$ cat config.mk
export PLATFORM = sky130hd
export DESIGN_NAME = afe_spi_multi
export DESIGN_NICKNAME = d
export VERILOG_FILES = /design/src/rtl/afe_spi_multi_pkg.sv /design/src/rtl/afe_spi_halfbit_timer.sv /design/src/rtl/afe_spi_multi.sv
export SDC_FILE = /design/constraint.sdc
export NUM_CORES = 1
export LEC_CHECK = 0
export BUFFER_PORTS_ARGS = -buffer_cell sky130_fd_sc_hd__buf_4
export CAP_MARGIN = 20
export CORE_MARGIN = 5
export CORE_UTILIZATION = 45
export DETAILED_ROUTE_END_ITERATION = 6
export PLACE_DENSITY = 0.74
export SETUP_SLACK_MARGIN = 0.1
export SYNTH_ARGS = -nofsm -noshare
export SYNTH_HDL_FRONTEND = slang
export SYNTH_SLANG_ARGS = --single-unit
$ cat constraint.sdc
create_clock -name sysClk -period 2.1 [get_ports sysClk]
set_input_delay 0.42 -clock sysClk [delete_from_list [all_inputs] [get_ports sysClk]]
set_output_delay 0.42 -clock sysClk [all_outputs]
set_load 0.02 [all_outputs]
$ cat src/rtl/afe_spi_multi_pkg.sv
// rtl/afe_spi_multi_pkg.sv - shared state encoding and sizing helpers for the AFE SPI engine
package afe_spi_multi_pkg;

  typedef enum logic [2:0] {
    ST_IDLE,
    ST_SETUP,
    ST_HIGH,
    ST_LOW,
    ST_HOLD,
    ST_LATCH,
    ST_GAP
  } state_e;

  // Channel-select width; a single bus still gets a one-bit select port
  function automatic int ch_width(input int channels);
    return (channels > 1) ? $clog2(channels) : 1;
  endfunction

  // Bit-count width, wide enough to hold DATA_WIDTH itself
  function automatic int bc_width(input int data_width);
    return $clog2(data_width + 1);
  endfunction

  // Timer width, enough to hold the largest reload value (max(T, LE) - 1)
  function automatic int timer_width(input int clk_div, input int le_cycles);
    int m;
    m = (clk_div > le_cycles) ? clk_div : le_cycles;
    return (m > 1) ? $clog2(m) : 1;
  endfunction

  // Cycles cmdReady stays low for one n-bit write
  function automatic int busy_cycles(input int n, input int t, input int le);
    return 2 * n * t + 2 * t + le;
  endfunction

endpackage

$ cat src/rtl/afe_spi_halfbit_timer.sv
// rtl/afe_spi_halfbit_timer.sv - reloadable down-counter pacing each FSM state
module afe_spi_halfbit_timer #(
  parameter int CNT_W = 4
) (
  input  logic             clk,
  input  logic             rst,
  input  logic             load,
  input  logic [CNT_W-1:0] load_value,
  output logic             tc
);

  logic [CNT_W-1:0] count;

  // Reload on state entry, otherwise count down and park at zero
  always_ff @(posedge clk or posedge rst) begin
    if (rst) begin
      count <= '0;
    end else if (load) begin
      count <= load_value;
    end else if (count != '0) begin
      count <= count - CNT_W'(1);
    end
  end

  // A state loaded with value v therefore lasts exactly v+1 cycles
  assign tc = (count == '0);

endmodule

$ cat src/rtl/afe_spi_multi.sv
// rtl/afe_spi_multi.sv - multi-bus write-only SPI engine for AFE attenuator/switch chains
module afe_spi_multi
  import afe_spi_multi_pkg::*;
#(
  parameter int CHANNEL_COUNT = 2,
  parameter int DATA_WIDTH    = 24,
  parameter int CLK_DIV       = 5,
  parameter int LE_CYCLES     = 10,
  parameter int CH_W          = ch_width(CHANNEL_COUNT),
  parameter int BC_W          = bc_width(DATA_WIDTH)
) (
  input  logic                     sysClk,
  input  logic                     sysReset,
  input  logic                     cmdValid,
  output logic                     cmdReady,
  input  logic [CH_W-1:0]          cmdChannel,
  input  logic                     cmdBroadcast,
  input  logic [BC_W-1:0]          cmdBitCount,
  input  logic [DATA_WIDTH-1:0]    cmdData,
  output logic [CHANNEL_COUNT-1:0] spiClk,
  output logic [CHANNEL_COUNT-1:0] spiSdi,
  output logic [CHANNEL_COUNT-1:0] spiLe,
  output logic                     doneStrobe,
  output logic                     errorStrobe
);

  localparam int TMR_W = timer_width(CLK_DIV, LE_CYCLES);

  state_e                   state, state_next;
  logic [DATA_WIDTH-1:0]    shreg, shreg_next;
  logic [BC_W-1:0]          bits_left, bits_left_next;
  logic [CHANNEL_COUNT-1:0] mask, mask_next;

  logic                     cmd_ok;
  logic [BC_W-1:0]          cmd_shift;
  logic [DATA_WIDTH-1:0]    cmd_aligned;
  logic [CHANNEL_COUNT-1:0] cmd_mask;

  logic                     tmr_load;
  logic                     tmr_tc;
  logic [TMR_W-1:0]         tmr_value;

  logic [CHANNEL_COUNT-1:0] clk_next, sdi_next, le_next;
  logic                     done_next, err_next;

  assign cmdReady = (state == ST_IDLE);

  // Validate the offered command and left-align its word so the MSB sits at the top
  always_comb begin
    cmd_ok      = (cmdBitCount != '0)
               && (32'(cmdBitCount) <= 32'(DATA_WIDTH))
               && (cmdBroadcast || (32'(cmdChannel) < 32'(CHANNEL_COUNT)));
    cmd_shift   = BC_W'(DATA_WIDTH) - cmdBitCount;
    cmd_aligned = cmdData << cmd_shift;
    cmd_mask    = cmdBroadcast ? '1 : (CHANNEL_COUNT'(1) << cmdChannel);
  end

  // Next-state, datapath updates and the pin values for the coming cycle
  always_comb begin
    state_next     = state;
    shreg_next     = shreg;
    bits_left_next = bits_left;
    mask_next      = mask;
    done_next      = 1'b0;
    err_next       = 1'b0;

    unique case (state)
      ST_IDLE: begin
        if (cmdValid) begin
          if (cmd_ok) begin
            state_next     = ST_SETUP;
            shreg_next     = cmd_aligned;
            bits_left_next = cmdBitCount;
            mask_next      = cmd_mask;
          end else begin
            err_next = 1'b1;
          end
        end
      end
      ST_SETUP: if (tmr_tc) state_next = ST_HIGH;
      ST_HIGH: begin
        if (tmr_tc) begin
          if (bits_left > BC_W'(1)) begin
            state_next     = ST_LOW;
            bits_left_next = bits_left - BC_W'(1);
            shreg_next     = shreg << 1;
          end else begin
            state_next = ST_HOLD;
          end
        end
      end
      ST_LOW:   if (tmr_tc) state_next = ST_HIGH;
      ST_HOLD:  if (tmr_tc) state_next = ST_LATCH;
      ST_LATCH: if (tmr_tc) state_next = ST_GAP;
      ST_GAP: begin
        if (tmr_tc) begin
          state_next = ST_IDLE;
          done_next  = 1'b1;
        end
      end
      default: state_next = ST_IDLE;
    endcase

    tmr_load  = (state_next != state);
    tmr_value = (state_next == ST_LATCH) ? TMR_W'(LE_CYCLES - 1) : TMR_W'(CLK_DIV - 1);

    clk_next = (state_next == ST_HIGH) ? mask_next : '0;
    sdi_next = '0;
    if ((state_next == ST_SETUP) || (state_next == ST_HIGH) || (state_next == ST_LOW)) begin
      sdi_next = shreg_next[DATA_WIDTH-1] ? mask_next : '0;
    end
    le_next = (state_next == ST_LATCH) ? mask_next : '0;
  end

  // State register
  always_ff @(posedge sysClk or posedge sysReset) begin
    if (sysReset) begin
      state <= ST_IDLE;
    end else begin
      state <= state_next;
    end
  end

  // Shift register, remaining-bit counter and bus mask
  always_ff @(posedge sysClk or posedge sysReset) begin
    if (sysReset) begin
      shreg     <= '0;
      bits_left <= '0;
      mask      <= '0;
    end else begin
      shreg     <= shreg_next;
      bits_left <= bits_left_next;
      mask      <= mask_next;
    end
  end

  // Registered pins and strobes; reset drops every pin low at once
  always_ff @(posedge sysClk or posedge sysReset) begin
    if (sysReset) begin
      spiClk      <= '0;
      spiSdi      <= '0;
      spiLe       <= '0;
      doneStrobe  <= 1'b0;
      errorStrobe <= 1'b0;
    end else begin
      spiClk      <= clk_next;
      spiSdi      <= sdi_next;
      spiLe       <= le_next;
      doneStrobe  <= done_next;
      errorStrobe <= err_next;
    end
  end

  afe_spi_halfbit_timer #(
    .CNT_W(TMR_W)
  ) u_timer (
    .clk       (sysClk),
    .rst       (sysReset),
    .load      (tmr_load),
    .load_value(tmr_value),
    .tc        (tmr_tc)
  );

endmodule

# After elaboration in Yosys (flattened, before gate mapping)
# Cells that the tools add are included.
dict set report op_classes {
  n_eq_ne 15
  muxes 35
  order_cmp 2
  shift 2
  n_reduce_logical 11
  addsub 3
}
# operator n
set op_table {}
lappend op_table {{24-bit two-way mux} 4}
lappend op_table {{24-bit one-hot mux with 2 select lines} 1}
lappend op_table {{3-bit two-way mux} 8}
lappend op_table {{24-bit by 5-bit << shifter with 24-bit output} 1}
lappend op_table {{5-bit two-way mux} 4}
lappend op_table {{3-bit one-hot mux with 6 select lines} 1}
lappend op_table {{2-bit two-way mux} 8}
lappend op_table {{3-bit by 2-bit == test with 1-bit output (second input constant)} 4}
lappend op_table {{3-bit == test (second input constant)} 4}
lappend op_table {{4-bit two-way mux} 3}
lappend op_table {{5-bit one-hot mux with 2 select lines} 1}
lappend op_table {{3-bit by 1-bit == test with 1-bit output (second input constant)} 2}
lappend op_table {{2-bit inequality test (second input constant)} 3}
lappend op_table {{5-bit by 1-bit > comparator with 1-bit output (second input constant)} 1}
lappend op_table {{5-bit less-or-equal comparator (second input constant)} 1}
lappend op_table {{1-bit two-way mux} 5}
lappend op_table {{5-bit AND reduction} 1}
lappend op_table {{5-bit nonzero test} 1}
lappend op_table {{5-bit by 1-bit subtractor with 5-bit output (second input constant)} 1}
lappend op_table {{5-bit subtractor (first input constant)} 1}
lappend op_table {{4-bit logical NOT} 1}
lappend op_table {{2-bit nonzero test} 2}
lappend op_table {{4-bit nonzero test} 1}
lappend op_table {{4-bit by 1-bit subtractor with 4-bit output (second input constant)} 1}
lappend op_table {{other kinds (7)} 8}
dict set report totals {
  in_bits 34
  out_inout_bits 9
  elab_cells 79
  reg_bits 46
}

# Logic depth before layout (Yosys ltp)
# Gate-level depths: netlist of the first run.
dict set report depth {
  depth_word 9
  ltp_mapped 12
  ltp_nobuf 8
}

# By module
# A second synthesis of the first run with hierarchy kept.
dict set report unflattened {
  hier_cells 371
  area_unflattened_um2 3534.6
}
# mod cells_per_inst n_inst seq_area_each_um2 area_each_um2
set by_module_without_submodules {}
lappend by_module_without_submodules {afe_spi_multi 348 1 1051.0 3298.2}
lappend by_module_without_submodules {afe_spi_halfbit_timer 23 1 100.1 236.5}

# Least setup slack after synthesis of the first run
# OpenSTA, ideal clock, no wires.
dict set report synth_timing {
  path_type {input to register}
  from {in cmdBitCount[0]}
  to {reg spiSdi[1]}
  arrival_ps 2722
  slack_ps -749
  n_path_buf 3
  setup_ps 127
  cell_stages 11
  required_time_ps 1973
  cell_sequence {inv_2 buf_1 ha_1 buf_2 buf_4 mux2_2 mux4_2 mux2i_1 a21oi_1 o2111ai_1 nor2_1}
}
dict set report synth_between {
  elab_chain_cells 9
  word_cells_on_any_way 21
  classes_between {add/sub (1); order compare (1); eq/ne (3); shift (1); mux (11); reduce/logical (4)}
}
# element line
set synth_lines {}
lappend synth_lines {{from (decl)} afe_spi_multi.sv:18} ;# input logic [BC_W-1:0] cmdBitCount,
lappend synth_lines {{parallel branches: the longest is 8 deep, another holds 5-bit subtractor} n/a}
lappend synth_lines {{2-bit two-way mux (*)} afe_spi_multi.sv:109} ;# if ((state_next == ST_SETUP) || (state_next == ST_HIGH) || (state_next == ST_LOW)) begin
lappend synth_lines {{via sdi_next[1]} afe_spi_multi.sv:43} ;# logic [CHANNEL_COUNT-1:0] clk_next, sdi_next, le_next;
lappend synth_lines {{to (signal assigned)} afe_spi_multi.sv:147} ;# spiSdi <= sdi_next;
lappend synth_lines {{to (decl)} afe_spi_multi.sv:21} ;# output logic [CHANNEL_COUNT-1:0] spiSdi,
# Mark *: on every way through the listed nets, which the timed path passes. The select of a mux whose other input is x is not followed.
# A chain may end at the register's enable or synchronous reset.

# Worst setup path in the final report of the first run
dict set report layout_timing {
  from {in cmdBitCount[0]}
  to {reg shreg[22]}
}
dict set report layout_between {
  elab_chain_cells 5
  word_cells_on_any_way 10
  classes_between {add/sub (1); order compare (1); eq/ne (1); shift (1); mux (3); reduce/logical (3)}
}
# element line
set layout_lines {}
lappend layout_lines {{5-bit subtractor} afe_spi_multi.sv:53} ;# cmd_shift = BC_W'(DATA_WIDTH) - cmdBitCount;
lappend layout_lines {{24-bit by 5-bit << shifter with 24-bit output} afe_spi_multi.sv:54} ;# cmd_aligned = cmdData << cmd_shift;
lappend layout_lines {{24-bit two-way mux} afe_spi_multi.sv:70} ;# if (cmd_ok) begin
lappend layout_lines {{24-bit two-way mux} afe_spi_multi.sv:69} ;# if (cmdValid) begin
lappend layout_lines {{24-bit one-hot mux with 2 select lines} afe_spi_multi.sv:67} ;# unique case (state)
lappend layout_lines {{to (signal assigned)} afe_spi_multi.sv:131} ;# shreg <= shreg_next;
lappend layout_lines {{to (decl)} afe_spi_multi.sv:30} ;# logic [DATA_WIDTH-1:0] shreg, shreg_next;
# Parallel ways exist; a longest one is shown, timed or not. The select of a mux whose other input is x is not followed.

==> results of run 1 <==
[synthesized netlist by cell type (5+ instances only)]
cell and number:
nor3_1 13, inv_1 15, buf_2 5, mux2i_1 25, mux2_2 22, a21oi_1 26
nand2_1 36, a22oi_1 13, clkbuf_1 15, nor2_1 38, mux4_2 6, or3_1 6
o21ai_0 41, a221oi_1 8, a31oi_1 5, dfrtp_1 46
[placed cells by master, fill, tap and decap left out, types with 4 or more instances in the layout]
master / instances
clkbuf_8: 6
a22oi_1: 5
buf_4: 118
a21oi_2: 6
o21ai_1: 21
o21a_1: 4
a221oi_2: 4
buf_6: 9
nor2_1: 38
nand3_1: 4
dfrtp_1: 46
a22oi_2: 8
inv_2: 4
o21ai_2: 5
inv_1: 11
a221oi_1: 4
or3_1: 6
nand2_1: 33
mux4_2: 6
xnor2_1: 4
mux2_2: 10
mux2i_1: 17
a31oi_1: 5
nor3_1: 12
o21ai_0: 15
mux2i_4: 5
a21oi_1: 18
mux2_4: 12
[layer usage]
metal / vias up / part of all wire
met5: - / 0
met1: 1666 / 0.42
li1: 1641 / -
met3: 28 / 0.046
met4: 0 / 0.028
met2: 142 / 0.50
[registers in the layout, indices dropped and copies added (netlist names)]
name,count
mask,2
spiLe,2
u_timer.count,4
state,3
shreg,24
doneStrobe,1
spiSdi,2
errorStrobe,1
spiClk,2
bits_left,5
[layout make-up]
type                    count  area share
clock inverters             1     0.00101
repair buffers            134       0.229
multi-input cells         297       0.482
well taps                  99      0.0249
clock buffers               7      0.0174
inverters                  16      0.0146
flip-flops and latches     46       0.232
[stage by stage]
step	cells	worst slack [ns]
2_1_floorplan	383	-0.331
5_1_grt	600	-0.146
4_1_cts	588	-0.0677
3_3_place_gp	569	-0.475
6_report	600	-0.0718
3_5_place_dp	569	-0.515
[power groups by stage]
stage          Clock (µW)  Sequential [µW]  Combinational, µW
6_report              575             1430               2580
5_1_grt               610             1450               2820
4_1_cts               579             1390               2290
3_5_place_dp            0             1390               2080
3_3_place_gp            0             1370               2020
2_1_floorplan           0             1390               1340
[worst paths after layout]
kind | startpoint | end | slack (ns) | depth (start not counted)
worst max-delay path | cmdBitCount[0] | shreg[22] | -0.07 | 12
worst min-delay path | sysReset | shreg[23] | 0.12 | 2
worst max register to register | u_timer.count[0] | shreg[22] | 0.01 | 8
worst min register to register | mask[0] | mask[0] | 0.50 | 2
max in group asynchronous | sysReset | shreg[12] | 1.44 | 3
min in group sysClk | cmdValid | errorStrobe | 0.40 | 3
[timing repair]
item,in CTS,in global routing
endpoints found under the setup margin,25,31
endpoints found under the hold margin,0,0
resized for setup,48,49
cloned,2,5
pin swaps,7,16
buffers inserted,9,7
[worst max-delay path, cell delays in order]
cell and delay, ns:
buf_12 0.09, inv_12 0.03, ha_4 0.26, buf_4 0.16
clkbuf_16 0.16, buf_4 0.14, nand3b_1 0.15, o21a_1 0.14
mux2_4 0.28, or3_1 0.31, o21a_1 0.12, o221ai_2 0.12
[kinds of logic after synthesis]
| group | count (synthesis) |
|---|---|
| multiplexers | 53 |
| XOR/XNOR | 6 |
| adder cells (fa/ha/maj) | 4 |
| AND/OR/NAND/NOR | 117 |
| buffers and inverters | 40 |
| AO/OA/AOI/OAI | 117 |
| flip-flops | 46 |
==> Flow_metrics.wiki, run 1 <==
{| class="wikitable"
! Metric !! Value
|-
| Number of global-route vias before repair || 3426
|-
| Final critical-path required period || 2.17 ns
|-
| Net count of the finished layout || 538
|-
| Final Hold Vio Count || 0
|-
| Synth Area per Inst || 8.83 µm²
|-
| Xor and xnor area share after synthesis || 0.0233
|-
| Cell Rows || 31
|-
| Crit share post-route || 1.03
|-
| Worst hold path class || input port to async pin
|-
| Final Setup Violations || 4
|-
| Total area of multi-input combinational cells || 0.00240 mm²
|-
| Final-layout fill cell count || 561
|-
| Flip-flop and latch count after synthesis || 46
|-
| P_sw || 1830 µW
|-
| Die Ht || 96.7 µm
|-
| Post-layout worst setup margin || -0.0718 ns
|-
| Relative slew slack || 0.703
|-
| Pint || 2750 µW
|-
| Utilization after layout || 0.682
|-
| Failing checks || negative setup slack
|-
| Multiplexer fraction of the synthesized cell area || 0.187
|-
| Part of the total power dissipated in the clock network || 0.125
|-
| Violation count after the first detailed-routing iteration || 215
|-
| Met2 GRT Util || 0.361
|-
| Critical-path maximum fanout || 7
|-
| Syn. warnings || 0
|-
| Met1 Resource Use GR || 0.268
|-
| Syn_nets || 421
|-
| Adder-cell share of the synthesized area || 0.0148
|-
| Max-capacitance violation count || 0
|-
| Wire length of the first global-routing pass || 16.4 mm
|-
| Aggregate global-route resource usage || 0.207
|-
| Total Die Area || 0.00935 mm²
|-
| Most used flip-flop cell after synthesis || dfrtp_1
|-
| Synthesized area || 0.00338 mm²
|-
| Fin Hold WS || 0.118 ns
|-
| Number of levels the H-tree was split into || 2
|-
| Area growth syn-to-layout || 47.1%
|-
| Relative contribution of combinational cells to total power || 0.563
|-
| Critical Path End Type || flop
|-
| Clock Tree Root || clkbuf_8
|-
| Met3 routing resource usage after global routing || 0.0201
|-
| Initial cell density of the core || 0.464
|-
| ANT cells || 0
|-
| Library cell with the largest summed area after synthesis || dfrtp_1
|-
| Max Transition Viols Final || 0
|-
| Remaining antenna violation count || 0
|-
| Overall die width || 96.7 µm
|-
| EDFF count, synth || 0
|-
| Design Area, Final || 0.00497 mm²
|-
| Initial antenna violation count || 0
|-
| Seq pwr share || 0.311
|-
| Port Buffers || 42
|-
| CTS tree || done
|-
| Data required, critical path || 2.32 ns
|-
| Status || finished with violations
|-
| HPWL after DPL || 7.44 mm
|-
| Slew at the pin with the worst max-slew slack || 0.444 ns
|-
| CTS Buf Count || 5
|-
| Worst supply voltage drop on vdd || 0.000555 V
|-
| Final weighted congestion in routability-driven placement || 0.931
|-
| Post-CTS Hold Fix Bufs || 0
|-
| Maximum clock insertion buffer count || 2
|-
| Register cell area after layout || 0.00115 mm²
|-
| Area after detailed placement || 0.00431 mm²
|-
| Share of final-layout standard cells stronger than drive strength 1 || 0.459
|-
| Post-Route Skew || 0.00495 ns
|-
| Power density normalized to cell area || 921 mW/mm²
|-
| Detailed-route wire length || 10.6 mm
|-
| Async S/R FF share, synth || 1.00
|-
| P_leak || 0.00222 µW
|-
| Fraction of post-synthesis cell area in the top cell type by area || 0.340
|-
| Complex-gate fraction of the synthesized area || 0.224
|-
| Routed vias/inst || 5.80
|-
| Total overflow reported by the global router || 0
|-
| Number of library cell types mapped by synthesis || 53
|-
| Gate count of the mapped netlist || 383
|-
| Core box area || 0.00729 mm²
|-
| Clock transition at the registers of the reported paths || 0.09 ns
|-
| Clock net sink count || 46
|-
| WL per Instance || 17.7 µm
|-
| Critical path arrival || 2.40 ns
|-
| Switching power share of the total || 0.399
|-
| Maximum clock frequency || 0.460 GHz
|-
| Top-Level Pins || 43
|-
| Total power || 4580 µW
|-
| Portion of the post-synthesis area used by sequential elements || 0.340
|-
| Critical Path Start Type || input port
|-
| Largest family of logic cells by synthesized area || compound AO/OA/AOI/OAI gates
|-
| Setup tns final || -0.205 ns
|-
| Busiest layer in global routing || met2
|-
| Clk_lat worst skew || 0.30 ns
|-
| Ranking of synthesized cells by area || dfrtp_1, mux2i_1, mux2_2
|-
| TritonRoute pass-1 iters || 5
|-
| Setup repair after global routing missed its margin || true
|-
| Pin count of the biggest net entering global routing || 25
|-
| Fraction of the mapped netlist area in simple logic gates || 0.160
|-
| Type of the worst setup path || input port to flop
|-
| Remaining routing DRC violations || 0
|-
| Total via count after detailed routing || 3477
|}
(Power assumes the default switching activity.)
==> inputs of run 2 (changes only) <==
--- a/config.mk
+++ b/config.mk
@@ -7,11 +7,11 @@
 export LEC_CHECK = 0
 export BUFFER_PORTS_ARGS = -buffer_cell sky130_fd_sc_hd__buf_4
 export CAP_MARGIN = 20
-export CORE_MARGIN = 5
 export CORE_UTILIZATION = 45
 export DETAILED_ROUTE_END_ITERATION = 6
 export PLACE_DENSITY = 0.74
 export SETUP_SLACK_MARGIN = 0.1
+export SKIP_LAST_GASP = 1
 export SYNTH_ARGS = -nofsm -noshare
 export SYNTH_HDL_FRONTEND = slang
 export SYNTH_SLANG_ARGS = --single-unit
==> run 2 against run 1 <==
The run still ends with negative setup slack left. Sequential cell count stayed put. Worst setup slack better by 0.019 ns. Non-clock buffer count is 5 lower. Maximum frequency is 0.86% higher. Final area is 2.9% lower. Sequential power hardly changed. Register-to-register slack better by 0.05 ns.
==> Flow_metrics.wiki, run 2 (same netlist as run 1, synthesis figures left out) <==
{| class="wikitable"
! Metric !! Value
|-
| Status || finished with violations
|-
| Failing checks || negative setup slack
|-
| Aggregate global-route resource usage || 0.262 (+0.0546)
|-
| Fin Hold WS || 0.138 ns (+0.0206 ns)
|-
| Most frequent cells in the layout || buf_4, dfrtp_1, nor2_1, nand2_1, o21ai_1
|-
| Port Buffers || 42 (unchanged)
|-
| Initial cell density of the core || 0.466 (+0.00248)
|-
| Slew at the pin with the worst max-slew slack || 0.399 ns (-0.0453 ns)
|-
| TritonRoute pass-1 iters || 5 (unchanged)
|-
| Pin count of the biggest net entering global routing || 47 (+88%)
|-
| Biggest regs || shreg x24, bits_left x5, u_timer.count x4
|-
| Largest register by flop count || shreg
|-
| Final Hold Vio Count || 0 (unchanged)
|-
| Setup repair after global routing missed its margin || true
|-
| Critical Path Start Type || input port
|-
| Seq pwr share || 0.318 (+0.007)
|-
| Critical path arrival || 2.35 ns (-0.05 ns)
|-
| Clk_lat worst skew || 0.31 ns (about the same)
|-
| Switching power share of the total || 0.395 (-0.00406)
|-
| Final-layout fill cell count || 572 (+2.0%)
|-
| Clock Tree Root || clkbuf_8
|-
| ANT cells || 0 (unchanged)
|-
| Overall die width || 88.7 µm (-8.3%)
|-
| Number of instances in the placed design || 569 (unchanged)
|-
| Max-capacitance violation count || 0 (unchanged)
|-
| Violation count after the first detailed-routing iteration || 287 (+33%)
|-
| Clock net sink count || 46 (unchanged)
|-
| Number of global-route vias before repair || 3339 (-2.5%)
|-
| Top-Level Pins || 43 (unchanged)
|-
| Setup tns final || -0.119 ns (+0.0860 ns)
|-
| Share of final-layout standard cells stronger than drive strength 1 || 0.440 (-0.0196)
|-
| CTS tree || done
|-
| Wire length of the first global-routing pass || 15.8 mm (-4.0%)
|-
| Critical-path maximum fanout || 7 (unchanged)
|-
| Maximum clock insertion buffer count || 2 (unchanged)
|-
| HPWL after DPL || 7.16 mm (-3.8%)
|-
| P_leak || 0.00217 µW (-2.5%)
|-
| Worst hold path class || input port to async pin
|-
| Routed vias/inst || 5.86 (+1.2%)
|-
| Clock transition at the registers of the reported paths || 0.09 ns (about the same)
|-
| Maximum clock frequency || 0.464 GHz (+0.86%)
|-
| Utilization after layout || 0.666 (-0.0160)
|-
| Type of the worst setup path || input port to flop
|-
| Max Transition Viols Final || 0 (unchanged)
|-
| Net count of the finished layout || 533 (-0.93%)
|-
| Total overflow reported by the global router || 0 (unchanged)
|-
| P_sw || 1780 µW (-2.8%)
|-
| Worst supply voltage drop on vdd || 0.000458 V (-17%)
|-
| Final critical-path required period || 2.15 ns (-0.0186 ns)
|-
| Data required, critical path || 2.30 ns (-0.02 ns)
|-
| Non-Filler Instances || 595 (-0.83%)
|-
| Post-Route Skew || 0.00273 ns (-0.00222 ns)
|-
| Die Ht || 88.7 µm (-8.3%)
|-
| Initial antenna violation count || 0 (unchanged)
|-
| Critical Path End Type || flop
|-
| Total Die Area || 0.00786 mm² (-16%)
|-
| Detailed-route wire length || 10.1 mm (-4.8%)
|-
| Relative contribution of combinational cells to total power || 0.529 (-0.034)
|-
| WL per Instance || 17.0 µm (-4.0%)
|-
| Number of levels the H-tree was split into || 2 (unchanged)
|-
| Post-layout worst setup margin || -0.0532 ns (+0.0186 ns)
|-
| Area growth syn-to-layout || 42.9%
|-
| Core box area || 0.00725 mm² (-0.53%)
|-
| CTS Buf Count || 5 (unchanged)
|-
| Final weighted congestion in routability-driven placement || 0.872 (-6.3%)
|-
| Pint || 2720 µW (-1.1%)
|-
| Most common library cell in the layout ignoring fill and taps || buf_4
|-
| Part of the total power dissipated in the clock network || 0.153 (+0.028)
|-
| Remaining routing DRC violations || 0 (unchanged)
|-
| Relative slew slack || 0.727 (+0.0230)
|-
| Crit share post-route || 1.03 (-0.00884)
|-
| Remaining antenna violation count || 0 (unchanged)
|-
| Flip-flop count of the largest register after layout || 24 (unchanged)
|-
| Total via count after detailed routing || 3488 (+0.32%)
|-
| Final Setup Violations || 3 (-1)
|-
| Cell Rows || 31 (unchanged)
|-
| Power density normalized to cell area || 931 mW/mm² (+1.1%)
|}
-- run 2: cell types whose count changed in the layout (fill, tap and decap cells not counted), sizes merged --
cell / delta
buf: -2
inv: +1
bufinv: +1
clkbuf: -5
-- run 2: per-layer routing --
| layer | global-route usage | vias to the layer above | wire (µm) |
|---|---|---|---|
| met4 | 0.0953 | 0 | 368 |
| met3 | 0.0345 | 33 | 525 |
| met5 | 0 | - | 0 |
| li1 | - | 1630 | - |
| met1 | 0.324 | 1672 | 4200 |
| met2 | 0.466 | 153 | 5010 |
-- run 2: through the flow --
stage	power, µW	cell area, µm²	setup slack [ns]
floorplan	2730	3510	-0.331
global placement	3370	4320	-0.469
detailed placement	3460	4320	-0.502
CTS	4260	4580	-0.0879
global route	4800	4830	-0.0920
finish	4500	4830	-0.0532
-- run 2: final timing paths --
path / startpoint / end / slack [ns] / cells after the start
max: cmdBitCount[0] / spiSdi[0] / -0.05 / 10
min: sysReset / shreg[8] / 0.14 / 3
max reg2reg: u_timer.count[0] / spiSdi[0] / 0.06 / 8
min reg2reg: mask[0] / mask[0] / 0.50 / 2
max in group asynchronous: sysReset / bits_left[2] / 1.74 / 3
min in group sysClk: cmdValid / errorStrobe / 0.39 / 3
-- run 2: final cells by class --
cell class	count	area, µm²	share of cell area
multi-input combinational	297	2320	0.480
sequential	46	1150	0.238
timing repair buffer	129	1050	0.217
tap	99	124	0.0256
inverter	16	75.1	0.0155
clock buffer	5	68.8	0.0142
clock inverter	3	43.8	0.00907
-- run 2: power groups by stage --
stage | Clock (µW) | Combinational, µW | Sequential, µW
finish | 687 | 2380 | 1430
global route | 734 | 2600 | 1460
CTS | 691 | 2180 | 1390
detailed placement | 0 | 2060 | 1400
global placement | 0 | 1990 | 1380
floorplan | 0 | 1340 | 1390
-- run 2: repair_timing --
item | 4_1_cts | 5_1_grt
hold buffers | 0 | 0
endpoints found under the setup margin | 24 | 31
setup buffers | 9 | 8
pin swaps | 11 | 12
gates cloned | 2 | 0
gates resized for setup | 29 | 50
endpoints found under the hold margin | 0 | 0
-- run 2: worst max-delay path, cell delays in order --
cell	delay, ns
buf_12	0.09
inv_12	0.03
ha_4	0.31
buf_6	0.14
mux2_4	0.30
mux4_2	0.48
mux2i_2	0.21
a21oi_2	0.10
o2111ai_2	0.21
nor2_1	0.06
==> inputs of run 3 (changes only) <==
--- a/config.mk
+++ b/config.mk
@@ -9,7 +9,7 @@
 export CAP_MARGIN = 20
 export CORE_UTILIZATION = 45
 export DETAILED_ROUTE_END_ITERATION = 6
-export PLACE_DENSITY = 0.74
+export PLACE_DENSITY = 0.72
 export SETUP_SLACK_MARGIN = 0.1
 export SKIP_LAST_GASP = 1
 export SYNTH_ARGS = -nofsm -noshare
==> constraint.sdc (replaced) <==
create_clock -name sysClk -period 2.2 [get_ports sysClk]
set_input_delay 0.44 -clock sysClk [delete_from_list [all_inputs] [get_ports sysClk]]
set_output_delay 0.44 -clock sysClk [all_outputs]
set_load 0.02 [all_outputs]
==> run 3 against run 2 <==
The flow still finishes with violations (negative setup slack). Count of clock-buffer cells in the layout grew 2. Sequential share of layout area grew 0.27 points. Utilization shrank 0.76 points. Final cell count shrank 0.84%. Final area shrank 1.1%. Critical path depth is the same. Global-route usage shrank 1.1 points.
==> Flow_metrics.wiki, run 3 (same netlist as run 1, synthesis figures left out) <==
{| class="wikitable"
! Metric !! Value
|-
| Violation count after the first detailed-routing iteration || 150 (-48%)
|-
| Remaining routing DRC violations || 0 (unchanged)
|-
| CTS Buf Count || 5 (unchanged)
|-
| Flip-flop count of the largest register after layout || 24 (unchanged)
|-
| Standard cell with the maximum stage delay on the critical path || mux4_2
|-
| Setup repair after global routing missed its margin || true
|-
| P_leak || 0.00213 µW (-1.4%)
|-
| Area growth syn-to-layout || 41.2%
|-
| Initial cell density of the core || 0.466 (unchanged)
|-
| Maximum clock frequency || 0.453 GHz
|-
| Die Ht || 88.7 µm (unchanged)
|-
| CTS tree || done
|-
| Port Buffers || 42 (unchanged)
|-
| Clock net sink count || 46 (unchanged)
|-
| Final weighted congestion in routability-driven placement || 0.960 (+10%)
|-
| Overall die width || 88.7 µm (unchanged)
|-
| Critical path cell sequence || buf_12, inv_12, ha_4, buf_6, mux2_4, mux4_2, mux2i_2, a21oi_2, buf_4, o21a_1
|-
| Met2 GRT Util || 0.437 (-0.0287)
|-
| Max Transition Viols Final || 0 (unchanged)
|-
| Met3 routing resource usage after global routing || 0.0336 (-0.000933)
|-
| Fin Hold WS || 0.0911 ns (-0.0471 ns)
|-
| Largest register by flop count || shreg
|-
| Worst supply voltage drop on vdd || 0.000452 V (-1.5%)
|-
| Critical Path Start Type || input port
|-
| Final Setup Violations || 1 (-2)
|-
| Clock Tree Root || clkbuf_8
|-
| Power density normalized to cell area || 899 mW/mm² (-3.5%)
|-
| Type of the worst setup path || input port to flop
|-
| Top-Level Pins || 43 (unchanged)
|-
| Maximum clock insertion buffer count || 2 (unchanged)
|-
| Post-Route Skew || 0.00981 ns (+0.00709 ns)
|-
| Failing checks || negative setup slack
|-
| Total via count after detailed routing || 3354 (-3.8%)
|-
| Crit share post-route || 1.00
|-
| Kind of cell adding the most delay to the critical path || multiplexers
|-
| Number of buffer and inverter instances along the worst setup path || 4 (+1)
|-
| Area after detailed placement || 0.00431 mm² (-0.14%)
|-
| Net count of the finished layout || 528 (-0.94%)
|-
| Routed vias/inst || 5.68 (-3.0%)
|-
| Data required, critical path || 2.40 ns (+0.10 ns)
|-
| Remaining antenna violation count || 0 (unchanged)
|-
| Clk_lat worst skew || 0.30 ns (about the same)
|-
| WL per Instance || 16.5 µm (-3.0%)
|-
| Final-layout fill cell count || 582 (+1.7%)
|-
| Final critical-path required period || 2.21 ns
|-
| Relative slew slack || 0.660 (-0.0670)
|-
| Busiest layer in global routing || met2
|-
| Post-CTS Hold Fix Bufs || 0 (unchanged)
|-
| Post-layout worst setup margin || -0.00800 ns (+0.0452 ns)
|-
| ANT cells || 0 (unchanged)
|-
| Initial antenna violation count || 0 (unchanged)
|-
| Critical Path End Type || flop
|-
| Slew at the pin with the worst max-slew slack || 0.508 ns (+0.110 ns)
|-
| Total Die Area || 0.00786 mm² (unchanged)
|-
| Critical path arrival || 2.41 ns (+0.06 ns)
|-
| Status || finished with violations
|-
| Number of levels the H-tree was split into || 2 (unchanged)
|-
| Worst hold path class || input port to async pin
|-
| Core box area || 0.00725 mm² (unchanged)
|-
| Biggest regs || shreg x24, bits_left x5, u_timer.count x4
|-
| Critical-path maximum fanout || 7 (unchanged)
|-
| Cell Rows || 31 (unchanged)
|-
| Clock transition at the registers of the reported paths || 0.09 ns (about the same)
|-
| Stage delay of the slowest cell on the critical path || 0.48 ns (about the same)
|-
| Share of final-layout standard cells stronger than drive strength 1 || 0.422 (-0.0179)
|-
| Non-Filler Instances || 590 (-0.84%)
|-
| Detailed-route wire length || 9.71 mm (-3.8%)
|-
| Number of global-route vias before repair || 3089 (-7.5%)
|-
| Design Area, Final || 0.00477 mm² (-1.1%)
|-
| Most common library cell in the layout ignoring fill and taps || buf_4
|-
| TritonRoute pass-1 iters || 4 (-1)
|-
| Aggregate global-route resource usage || 0.251 (-0.0107)
|-
| Wire length of the first global-routing pass || 15.1 mm (-4.1%)
|-
| HPWL after DPL || 7.18 mm (+0.30%)
|-
| Pin count of the biggest net entering global routing || 25 (-47%)
|-
| Number of instances in the placed design || 568 (-0.18%)
|-
| Total overflow reported by the global router || 0 (unchanged)
|-
| Most frequent cells in the layout || buf_4, dfrtp_1, nor2_1, nand2_1, o21ai_1
|-
| Final Hold Vio Count || 0 (unchanged)
|-
| Met1 Resource Use GR || 0.324 (about the same)
|-
| Max-capacitance violation count || 0 (unchanged)
|}
-- run 3: cell types whose count changed in the layout (fill, tap and decap cells not counted), sizes merged --
cell    previous run  this run
buf              129       123
clkbuf             5         8
clkinv             1         0
inv               17        16
-- run 3: layout make-up --
cell class / count / area [µm²] / area share
clock inverter: 1 / 30.0 / 0.00629
inverter: 16 / 75.1 / 0.0157
clock buffer: 7 / 76.3 / 0.0160
multi-input combinational: 297 / 2290 / 0.481
timing repair buffer: 124 / 1020 / 0.214
sequential: 46 / 1150 / 0.241
tap: 99 / 124 / 0.0259
-- run 3: stage by stage --
stage | TNS, ns | utilization | total power (µW) | setup slack (ns)
4_1_cts | 0 | 0.622 | 3960 | 0.0186
2_1_floorplan | -1.27 | - | 2590 | -0.251
5_1_grt | -0.260 | 0.658 | 4580 | -0.0963
6_report | -0.00800 | 0.658 | 4290 | -0.00800
3_3_place_gp | -7.18 | 0.595 | 3170 | -0.396
3_5_place_dp | -8.07 | 0.595 | 3260 | -0.426
-- run 3: worst reg2reg max path, delay by kind of cell (launching register included) --
family	cells	cell delay, ns
compound gates	3	0.66
fa+ha+maj	1	0.13
buf+inv	3	0.38
flops	1	0.40
simple gates	1	0.41
-- run 3: final timing paths --
path	start	endpoint	slack [ns]	cells past startpoint
hold reg to reg	mask[0]	mask[0]	0.50	2
max in group asynchronous	sysReset	u_timer.count[1]	1.56	3
min in group sysClk	cmdValid	errorStrobe	0.41	3
hold / removal	sysReset	shreg[9]	0.09	2
setup reg to reg	u_timer.count[0]	shreg[12]	0.11	8
setup / recovery	cmdBitCount[0]	shreg[23]	-0.008	10
-- run 3: power breakdown --
part / leakage (µW) / total [µW] / internal (µW) / switching, µW
clock: 0.0000524 / 636 / 341 / 295
combinational: 0.00148 / 2280 / 1150 / 1130
sequential: 0.000604 / 1380 / 1130 / 243
total: 0.00213 / 4290 / 2620 / 1670
-- run 3: what timing repair did --
item,in CTS,in global routing
pin swaps,5,7
hold endpoints to repair,0,0
cloned,0,2
resized for setup,16,57
endpoints found under the setup margin,25,29
buffers inserted,4,8
-- run 3: per-layer routing --
metal | vias to the layer above | share of wire
met5 | - | 0
li1 | 1623 | -
met3 | 17 | 0.041
met4 | 0 | 0.018
met1 | 1617 | 0.43
met2 | 97 | 0.51
